**src/rtl/irq_controller.sv**
```systemverilog
// rtl/irq_controller.sv - three-line edge-triggered interrupt front end with mask, enable and priority grant
// Optional IRQ_NESTING_EN lets a higher line preempt a running lower-priority handler.
module irq_controller #(
  parameter logic [31:0] VEC0 = 32'h0000_0100,
  parameter logic [31:0] VEC1 = 32'h0000_0200,
  parameter logic [31:0] VEC2 = 32'h0000_0300
) (
  input  logic        clk,
  input  logic        rst,
  input  logic [2:0]  irq_in,
  input  logic        irq_ack,
  input  logic        eret,
  input  logic        mask_we,
  input  logic [2:0]  mask_din,
  input  logic        ie_we,
  input  logic        ie_din,
  output logic        irq_req,
  output logic [1:0]  irq_id,
  output logic [31:0] irq_vector,
  output logic [2:0]  pending,
  output logic [2:0]  in_service
);

  logic [2:0] r_s1, r_s2, r_s3;
  logic [2:0] r_pending, r_in_service, r_mask;
  logic       r_ie;

  logic [2:0]  w_edge, w_gate, w_elig, w_ack_oh, w_eret_clr;
  logic        w_req;
  logic [1:0]  w_id;
  logic [31:0] w_vec;

  assign w_edge = r_s2 & ~r_s3;

`ifdef IRQ_NESTING_EN
  // a line may only preempt handlers of strictly lower index
  assign w_gate[0] = ~|r_in_service;
  assign w_gate[1] = ~|r_in_service[2:1];
  assign w_gate[2] = ~r_in_service[2];
`else
  assign w_gate = {3{~|r_in_service}};
`endif

  assign w_elig = r_pending & ~r_mask & {3{r_ie}} & w_gate;

  always_comb begin
    w_req = 1'b0;
    w_id  = 2'd0;
    w_vec = 32'h0;
    if (w_elig[2]) begin
      w_req = 1'b1;
      w_id  = 2'd2;
      w_vec = VEC2;
    end else if (w_elig[1]) begin
      w_req = 1'b1;
      w_id  = 2'd1;
      w_vec = VEC1;
    end else if (w_elig[0]) begin
      w_req = 1'b1;
      w_id  = 2'd0;
      w_vec = VEC0;
    end
  end

  always_comb begin
    w_ack_oh = 3'b000;
    if (irq_ack && w_req) begin
      w_ack_oh = 3'b001 << w_id;
    end
  end

  // eret retires the most recently entered (highest) handler
  always_comb begin
    w_eret_clr = 3'b000;
    if (eret) begin
      if (r_in_service[2])      w_eret_clr = 3'b100;
      else if (r_in_service[1]) w_eret_clr = 3'b010;
      else if (r_in_service[0]) w_eret_clr = 3'b001;
    end
  end

  always_ff @(posedge clk) begin
    if (rst) begin
      r_s1         <= 3'b000;
      r_s2         <= 3'b000;
      r_s3         <= 3'b000;
      r_pending    <= 3'b000;
      r_in_service <= 3'b000;
      r_mask       <= 3'b000;
      r_ie         <= 1'b1;
    end else begin
      r_s1         <= irq_in;
      r_s2         <= r_s1;
      r_s3         <= r_s2;
      // a fresh edge on the line being acked wins over the clear
      r_pending    <= (r_pending & ~w_ack_oh) | w_edge;
      r_in_service <= (r_in_service & ~w_eret_clr) | w_ack_oh;
      if (mask_we) r_mask <= mask_din;
      if (ie_we)   r_ie   <= ie_din;
    end
  end

  assign irq_req    = w_req;
  assign irq_id     = w_id;
  assign irq_vector = w_vec;
  assign pending    = r_pending;
  assign in_service = r_in_service;

endmodule

```
**config.mk**
```make
export PLATFORM = sky130hd
export DESIGN_NAME = irq_controller
export DESIGN_NICKNAME = d
export VERILOG_FILES = /design/src/rtl/irq_controller.sv
export SDC_FILE = /design/constraint.sdc
export NUM_CORES = 1
export LEC_CHECK = 0
export CORE_MARGIN = 2
export CORE_UTILIZATION = 35
export DETAILED_ROUTE_END_ITERATION = 16
export PLACE_DENSITY = 0.74
export SYNTH_ARGS = -nofsm -noshare
export SYNTH_HDL_FRONTEND = slang
export SYNTH_SLANG_ARGS = --single-unit
```
**constraint.sdc**
```tcl
create_clock -name clk -period 1.4 [get_ports clk]
set_input_delay 0.28 -clock clk [delete_from_list [all_inputs] [get_ports clk]]
set_output_delay 0.28 -clock clk [all_outputs]
set_load 0.02 [all_outputs]
```
* After elaboration in Yosys (flattened, before gate mapping)
Index checks and enable logic that the tools add are counted.
Operators by class: shift-type cells 1, multiplexer cells 13, bitwise logic cells 12, reductions and logical operators 3
Operators with widths (number):
- 10-bit two-way mux | 2
- 3-bit AND | 6
- 3-bit inverter | 4
- 3-bit two-way mux | 3
- 9-bit two-way mux | 1
- 3-bit OR | 2
- 1-bit two-way mux | 5
- 2-bit two-way mux | 2
- 3-bit OR reduction | 1
- 1-bit by 2-bit << shifter with 3-bit output (first input constant) | 1
- 1-bit logical AND | 1
- 1-bit logical NOT | 1
Word-level totals: bits in registers 19, bits of input ports 13, output and inout port bits 41, logic and storage cells 36

* Logic depth before layout (Yosys ltp)
Gate-level depths: netlist of the first run.
depth in word-level cells 12, depth in mapped cells 3, depth with buffers taken out 3

* Worst setup path before layout of the first run
No wires, ideal clock.
kind register -> output, start register r_in_service[2] (netlist: in_service[2]), end output port irq_id[1], arrival 1307 ps, data required time 1120 ps, slack -187 ps, cell stages (with the launch flop) 3, buffers on the path 0, path through dfxtp_1 -> or4b_4 -> nor2_1
Between the ends: cells in the longest elaborated chain, start to end 4
RTL lines:
- from (decl) | line 25 | logic [2:0] r_pending, r_in_service, r_mask;
- from (signal assigned) | line 97 | r_in_service <= (r_in_service & ~w_eret_clr) | w_ack_oh;
- 3-bit OR reduction | line 41 | assign w_gate = {3{~|r_in_service}};
- 1-bit logical NOT | line 41
- 3-bit AND | line 44 | assign w_elig = r_pending & ~r_mask & {3{r_ie}} & w_gate;
- 2-bit two-way mux | line 50 | if (w_elig[2]) begin
- to (decl) | line 18 | output logic [1:0] irq_id,
Every way passes these cells.

* Worst setup path in the final report of the first run
start register r_in_service[1] (netlist: in_service[1]), end output port irq_vector[8]
Between the ends: cells in the longest elaborated chain, start to end 6
RTL lines:
- 3-bit OR reduction (*) | line 41
- 1-bit logical NOT (*) | line 41
- 3-bit AND (*) | line 44
- 9-bit two-way mux | line 58 | end else if (w_elig[0]) begin
- 10-bit two-way mux | line 54 | end else if (w_elig[1]) begin
- 10-bit two-way mux (*) | line 50
- to (decl) | line 19 | output logic [31:0] irq_vector,
Mark *: on every way between the ends. The rest lies on a longest branch, timed or not.

==> out/summary.txt, run 1 <==
status: complete, but fails checks
failing checks: negative setup slack
area grow syn2layout: 37.2%
fill count: 267
Hold Path Sink: r_s2[1]
Peak Freq: 553 MHz
min Tclk post-route: 1810 ps
first-pass GRT wire length: 3.02 mm
drt pass-1 iters: 3
Max-Cap Viols: 0
die area: 3210 um^2
# H-tree levels: 1
static leakage: 0.606 nW
number of remaining DRC errors: 0
Worst R2R Setup Slack: -70 ps
final period utilization: 129%
remaining global-route overflow: 0
largest net degree at the start of global routing: 19
R2R Path Start: in_service[1]
r2r worst-path depth: 7
Yosys top cell by area: dfxtp_1
# port buffers: 23
WL/cell: 10.5 um
DRT antenna net count: 0
WHS Path Cells: 1
Post-DP Area: 1260 um^2
Setup Viol. Count Final: 9
Commonest cells post-synth: buf_4, dfxtp_1, nor2b_1, nor2_1, mux2i_1
vias in the first global route: 708
total power: 1.16 mW
Worst Skew: 10.6 ps
R2R Path End: pending[0]
diode count: 0
clock-pin slew on the worst setup and hold paths: 120 ps
Critical Path End Type: output port
Starting Density: 36.1%
EDFF count, synth: 0
most frequent cell after synthesis: buf_4
layout cells sized above 1: 34.2%
sequential area share after synthesis: 39.2%
GPL Wtd Cong: 0.722
WL final: 1.86 mm
top cells by area, synth: dfxtp_1, buf_4, nor2b_1
Final WS setup: -408 ps
chip width: 56.7 um
Die H: 56.7 um
Root Driver: clkbuf_4
Synth top area share: 39.2%
Hold Crit Class: flop to flop
Post-Place Cells: 171
clk sinks: 19
Max rail drop VDD: 0.601 mV
Gate Count Post-Synth: 105
Pwr per Cell Area: 873 nW/um^2
Core ar.: 2690 um^2
crit-path cells: or4b_4, a21oi_4, buf_6
TritonCTS clock tree: done
Synth Cell Area: 971 um^2
Synth Register Bits: 19
hold slack: 447 ps
Final Hold Vio Count: 0
RSZ-0062 raised after global routing: yes
synth warn: 0
total CTS buffers: 3
Post-CTS Hold Buffers: 0
Hold Crit Start: r_s1[1]
Vias per Instance: 4.20
CP arrival: 1530 ps
Final Cell Area: 1330 um^2
synth unique cells: 29
WP data required: 1120 ps
clock latency on the worst-skew pair: 300 ps
crit path launch type: flop
Crit Path Max Fanout: 4
cell at the slowest stage of the critical path: or4b_4
Post-Syn Area per Cell: 9.25 um^2
nets@finish: 160
boundary pin count: 54
DR vias: 744
Initial DRC Count: 6
initial antenna violation count: 0
row count: 19
Worst Setup Path Type: flop to output port
hpwl dp: 1.47 mm
fin cells: 177
Primary FF master, synth: dfxtp_1
Total Routing Usage GR: 12.3%
Post-synth ARST share: 0%
Slew Limit Fails: 0
Core Util, Final: 49.6%
clock buffer depth: 2
Critical Path Max Stage Delay: 610 ps
sequential cells by signal, summed over array words and instances (netlist names):
signal,cells
r_s3,3
r_s2,3
in_service,3
pending,3
r_s1,3
r_mask,3
r_ie,1
where the power goes:
group / internal (mW) / switching (mW)
Clock: 0.109 / 0.177
Sequential: 0.564 / 0.00995
Combinational: 0.129 / 0.175
cells in the final DEF (no fill, tap or decap), types with 2 or more instances in the layout:
master	n
conb_1	30
buf_4	16
dfxtp_1	15
nor2b_1	13
clkdlybuf4s50_1	12
nor2_1	9
buf_6	6
dfxtp_2	4
clkbuf_2	4
mux2i_1	3
clkbuf_4	3
nor2_4	2
nor2b_2	2
a21oi_4	2
a211oi_2	2
clkdlybuf4s15_1	2
layout make-up:
| class | instances | area (um^2) | area share (%) |
|---|---|---|---|
| Tap cell | 31 | 38.8 | 2.91 |
| Clock inverter | 1 | 7.51 | 0.563 |
| Clock buffer | 3 | 22.5 | 1.69 |
| Multi-Input combinational cell | 82 | 527 | 39.5 |
| Inverter | 1 | 3.75 | 0.282 |
| Sequential cell | 19 | 385 | 28.9 |
| Timing Repair Buffer | 40 | 348 | 26.1 |
layer usage:
layer  vias up  global-route usage, %  share of wire [%]
li1        368                      -                  -
met4         0                   5.44               0.54
met1       337                   13.1                 38
met3         2                   3.92                8.1
met2        37                   21.8                 53
met5         -                      0                  0
how the worst max path moves through the flow:
stage	start	slack (ps)	to	cells after the start
floorplan	in_service[0]	-50	irq_req	2
global placement	in_service[0]	-510	irq_req	3
detailed placement	in_service[0]	-560	irq_vector[8]	3
CTS	in_service[2]	-430	irq_vector[8]	3
global route	in_service[1]	-450	irq_vector[8]	3
finish	in_service[1]	-410	irq_vector[8]	3
kinds of logic after synthesis:
kind of cell,Yosys count,synth area share (%)
compound gates,12,9.79
simple gates,37,23.2
buf+inv,33,24.4
other cells,1,0.386
mux,3,3.09
flops,19,39.2
critical path: cells and delay by family (launching register included):
family / cells / cell delay, ps
AO/OA/AOI/OAI: 1 / 160
buffers and inverters: 1 / 130
AND/OR/NAND/NOR: 1 / 610
flip-flops: 1 / 340
stage by stage:
step	TNS (ps)	setup WS, ps
3_5_place_dp	-2560	-564
4_1_cts	-1870	-431
5_1_grt	-2480	-449
6_report	-1980	-408
2_1_floorplan	-144	-48.8
3_3_place_gp	-2380	-508
timing repair:
item / 4_1_cts / 5_1_grt
pin swaps: 3 / 6
cloned: 0 / 0
setup buffers: 1 / 1
hold endpoints to repair: 0 / 0
endpoints found under the setup margin: 11 / 17
resized for setup: 41 / 13
Note: power is estimated with default switching activity, not from simulation.
==> run 2, diff against run 1 <==
SKIP_CTS_REPAIR_TIMING = 1   (was default)
==> run 2 against run 1 <==
Net effect:
- the flow still finishes with violations (negative setup slack)
- sequential power about the same
- combinational power fell by 3%
- setup slack better by 1.2 ps
- first-iteration DRC count shrank 50%
- cell count shrank 0.56%
- largest cell class unchanged
- largest power group unchanged
- highest routed layer unchanged
==> out/summary.txt, run 2 (synthesized netlist as in run 1, its figures left out) <==
status: complete, but fails checks
failing checks: negative setup slack
Setup Viol. Count Final: 5 (-4)
commonest non-fill, non-tap cells in the layout: conb_1, dfxtp_1, buf_4
DR vias: 732 (-1.6%)
WP data required: 1120 ps (about the same)
static leakage: 0.700 nW (+15%)
Critical Path End Type: output port
largest net degree at the start of global routing: 19 (unchanged)
area grow syn2layout: 37.9%
Pwr per Cell Area: 857 nW/um^2 (-1.8%)
boundary pin count: 54 (unchanged)
Worst Setup Path Type: flop to output port
clock buffer depth: 2 (unchanged)
hpwl dp: 1.47 mm (unchanged)
Max-Cap Viols: 0 (unchanged)
hold slack: 446 ps (-1.18 ps)
WL/cell: 10.1 um (-3.9%)
crit path launch type: flop
nets@finish: 159 (-0.63%)
clk sinks: 19 (unchanged)
WL final: 1.78 mm (-4.4%)
# H-tree levels: 1 (unchanged)
Core ar.: 2690 um^2 (unchanged)
commonest non-fill, non-tap cell in the layout: conb_1
Worst Skew: 8.91 ps (-1.74 ps)
final period utilization: 129% (about the same)
crit-path cells: or4b_4, a21oi_4, buf_6
Post-Place Cells: 171 (unchanged)
fin cells: 176 (-0.56%)
Setup TNS Final: -1760 ps (+222 ps)
number of remaining DRC errors: 0 (unchanged)
GPL Wtd Cong: 0.722 (unchanged)
Final WS setup: -407 ps (+1.18 ps)
CP arrival: 1530 ps (about the same)
Initial DRC Count: 3 (-3)
Max rail drop VDD: 0.595 mV (-0.93%)
chip width: 56.7 um (unchanged)
cell at the slowest stage of the critical path: or4b_4
clock latency on the worst-skew pair: 300 ps (about the same)
diode count: 0 (unchanged)
vias in the first global route: 699 (-1.3%)
pre-CTS setup slack: -564 ps (unchanged)
total power: 1.15 mW (-1.4%)
fill count: 258 (-3.4%)
Critical Path Max Stage Delay: 610 ps (about the same)
Root Driver: clkbuf_4
Hold Crit Class: flop to flop
total CTS buffers: 3 (unchanged)
Slew Limit Fails: 0 (unchanged)
first-pass GRT wire length: 2.95 mm (-2.5%)
cell family contributing the most delay on the critical path: simple AND/OR/NAND/NOR gates
layout cells sized above 1: 28.3% (-6.0 points)
TritonCTS clock tree: done
die area: 3210 um^2 (unchanged)
Die H: 56.7 um (unchanged)
Vias per Instance: 4.16 (-1.1%)
drt pass-1 iters: 4 (+1)
Final Hold Vio Count: 0 (unchanged)
Starting Density: 36.1% (unchanged)
initial antenna violation count: 0 (unchanged)
DRT antenna net count: 0 (unchanged)
# port buffers: 23 (unchanged)
Crit Path Max Fanout: 4 (unchanged)
row count: 19 (unchanged)
Peak Freq: 554 MHz (about the same)
remaining global-route overflow: 0 (unchanged)
min Tclk post-route: 1810 ps (-1.18 ps)
WP buf/inv: 1 (unchanged)
Total Routing Usage GR: 12.0% (-0.29 points)
clock-pin slew on the worst setup and hold paths: 110 ps (about the same)
RSZ-0062 raised after global routing: yes
[run 2: worst reg2reg max path: cells and delay by family, from the launching register on]
family	cells	cell delay [ps]
DFF	1	340
and+or+nand+nor	2	440
AOI/OAI and AO/OA	1	80
buffers and inverters	3	360
[run 2: final timing paths]
check	from	endpoint	slack, ps	cells after the start
worst min register to register	r_s1[1]	r_s2[1]	450	1
worst max-delay path	in_service[2]	irq_vector[8]	-410	3
worst max register to register	in_service[0]	pending[0]	70	6
worst min-delay path	r_s1[1]	r_s2[1]	450	1
[run 2: final cells by class]
class                   instances  area (um^2)  area share, %
clock buffers                   3         22.5           1.68
flip-flops and latches         19          385           28.8
repair buffers                 39          375           28.0
multi-input cells              82          505           37.8
well taps                      31         38.8           2.90
inverters                       1         3.75          0.280
clock inverters                 1         7.51          0.561
[run 2: where the power goes]
part	switching (mW)	internal [mW]
logic	0.167	0.126
registers	0.00984	0.564
clock network	0.172	0.109
[run 2: per-stage QoR]
step | area (um^2) | util (%)
finish | 1340 | 49.8
global placement | 1260 | 47.0
CTS | 1290 | 48.1
global route | 1340 | 49.8
floorplan | 1110 | -
detailed placement | 1260 | 47.0
[run 2: metal layers]
| metal | GRT usage, % | part of all wire (%) |
|---|---|---|
| met5 | 0 | 0 |
| met3 | 3.92 | 8.0 |
| met2 | 21.4 | 52 |
| met1 | 12.5 | 40 |
| met4 | 5.44 | 0.56 |
==> run 3, diff against run 2 <==
CORE_UTILIZATION = 38   (was 35)
GPL_ROUTABILITY_DRIVEN = 1   (was default)
PLACE_DENSITY = 0.79   (was 0.74)
==> run 3 against run 2 <==
Net effect:
- the run still ends with negative setup slack left
- utilization rose by 4.6 points
- sequential cell count did not move
- sequential power barely moved
- via count rose by 2.6%
- design area barely moved
- first-iteration DRC count rose to 3.0 times the previous value
- clock-buffer cell count rose by 1
- clock skew fell by 3.7 ps
- largest power group unchanged
- highest routed layer unchanged
==> out/summary.txt, run 3 (synthesized netlist as in run 1, its figures left out) <==
first-pass GRT wire length: 2.73 mm (-7.3%)
Post-Place Cells: 170 (-0.58%)
total CTS buffers: 3 (unchanged)
area grow syn2layout: 37.8% (about the same)
Slew Limit Fails: 0 (unchanged)
Max rail drop VDD: 0.501 mV (-16%)
Pwr per Cell Area: 852 nW/um^2 (-0.57%)
GPL Wtd Cong: 0.756 (+4.7%)
WL/cell: 10.5 um (+4.1%)
# H-tree levels: 1 (unchanged)
static leakage: 0.690 nW (-1.4%)
hold slack: 450 ps (+3.53 ps)
Final WS setup: -419 ps (-12.8 ps)
clock-pin slew on the worst setup and hold paths: 100 ps (about the same)
remaining global-route overflow: 0 (unchanged)
Hold Crit Class: flop to flop
drt pass-1 iters: 4 (unchanged)
TritonCTS clock tree: done
diode count: 0 (unchanged)
min Tclk post-route: 1820 ps (+12.8 ps)
layout cells sized above 1: 28.8% (+0.49 points)
Final Cell Area: 1340 um^2 (about the same)
hpwl dp: 1.41 mm (-4.3%)
switch share: 30.1% (-0.31 points)
chip width: 54.5 um (-3.7%)
Total Routing Usage GR: 13.5% (+1.5 points)
fin cells: 176 (unchanged)
Vias per Instance: 4.27 (+2.6%)
Hold Crit Start: r_s1[0]
Post-DP Area: 1260 um^2 (about the same)
Root Driver: clkbuf_4
Final Hold Vio Count: 0 (unchanged)
Worst Skew: 5.17 ps (-3.74 ps)
commonest non-fill, non-tap cell in the layout: conb_1
Core ar.: 2450 um^2 (-8.6%)
number of remaining DRC errors: 0 (unchanged)
Int Power: 797 uW (-0.23%)
boundary pin count: 54 (unchanged)
Die H: 54.5 um (-3.7%)
DR vias: 751 (+2.6%)
CP arrival: 1540 ps (about the same)
Psw: 342 uW (-1.7%)
nets@finish: 160 (+0.63%)
clock latency on the worst-skew pair: 300 ps (about the same)
Setup Viol. Count Final: 5 (unchanged)
Starting Density: 39.6% (+3.4 points)
final period utilization: 130% (+0.91 points)
row count: 18 (-1)
Critical Path End Type: output port
# port buffers: 23 (unchanged)
WP data required: 1120 ps (about the same)
Crit. Startpoint: in_service[1]
clk sinks: 19 (unchanged)
vias in the first global route: 630 (-9.9%)
largest net degree at the start of global routing: 15 (-4)
part of the power in registers: 50.3% (+0.3 points)
Peak Freq: 550 MHz (-0.70%)
Initial DRC Count: 9 (+6)
failing checks: negative setup slack
clock buffer depth: 2 (unchanged)
WL final: 1.85 mm (+4.1%)
Comb pwr share: 25.5% (about the same)
Crit Path Max Fanout: 4 (unchanged)
commonest non-fill, non-tap cells in the layout: conb_1, buf_4, dfxtp_1
crit path launch type: flop
Worst Setup Path Type: flop to output port
total power: 1.14 mW (-0.67%)
clock network power share: 24.2% (-0.3 points)
initial antenna violation count: 0 (unchanged)
die area: 2980 um^2 (-7.4%)
RSZ-0062 raised after global routing: yes
DRT antenna net count: 0 (unchanged)
R2R Path Start: in_service[1]
status: complete, but fails checks
pre-CTS setup slack: -548 ps (+15.9 ps)
Max-Cap Viols: 0 (unchanged)
[run 3: changes by cell type in the layout (fill, tap and decap cells not counted)]
| cell | previous run | this run |
|---|---|---|
| clkbuf_1 | 0 | 1 |
| dlymetal6s2s_1 | 6 | 5 |
| and3_1 | 1 | 0 |
| a21oi_2 | 1 | 0 |
| a21oi_1 | 1 | 2 |
| and3_4 | 0 | 1 |
| clkinvlp_4 | 1 | 0 |
| clkbuf_2 | 0 | 1 |
| dfxtp_2 | 4 | 3 |
| dfxtp_4 | 0 | 1 |
| buf_4 | 15 | 16 |
[run 3: worst paths after layout]
path                    to  slack (ps)  depth (start not counted)
max          irq_vector[8]        -420                          3
min                r_s2[0]         450                          1
max reg2reg     pending[0]          40                          5
min reg2reg        r_s2[0]         450                          1
[run 3: per-layer routing]
metal | GRT usage (%) | wire, um | vias up
met5 | 0 | 0 | -
met2 | 22.5 | 914 | 39
met4 | 8.75 | 42 | 0
met3 | 3.28 | 136 | 5
met1 | 15.2 | 754 | 339
li1 | - | - | 368
[run 3: through the flow]
stage               utilization, %  setup TNS (ps)
floorplan                        -            -144
global placement              51.4           -2520
detailed placement            51.4           -2600
CTS                           52.4           -5760
global route                  54.5           -2240
finish                        54.5           -1980
[run 3: power groups by stage]
stage	Sequential, mW	Clock (mW)	Combinational, mW
finish	0.573	0.276	0.290
global route	0.576	0.308	0.318
CTS	0.574	0.285	0.281
detailed placement	0.586	0	0.279
global placement	0.585	0	0.274
floorplan	0.593	0	0.232
[run 3: cell type report]
cell class,instances,area (um^2)
fillers,242,1120
multi-input cells,82,507
well taps,30,37.5
flip-flops and latches,19,388
inverters,1,3.75
repair buffers,40,375
clock buffers,4,26.3
[run 3: worst max-delay path, stage by stage, from the launching register on]
cell and delay, ps:
dfxtp_4 350, or4b_4 610, a21oi_4 150, buf_6 130
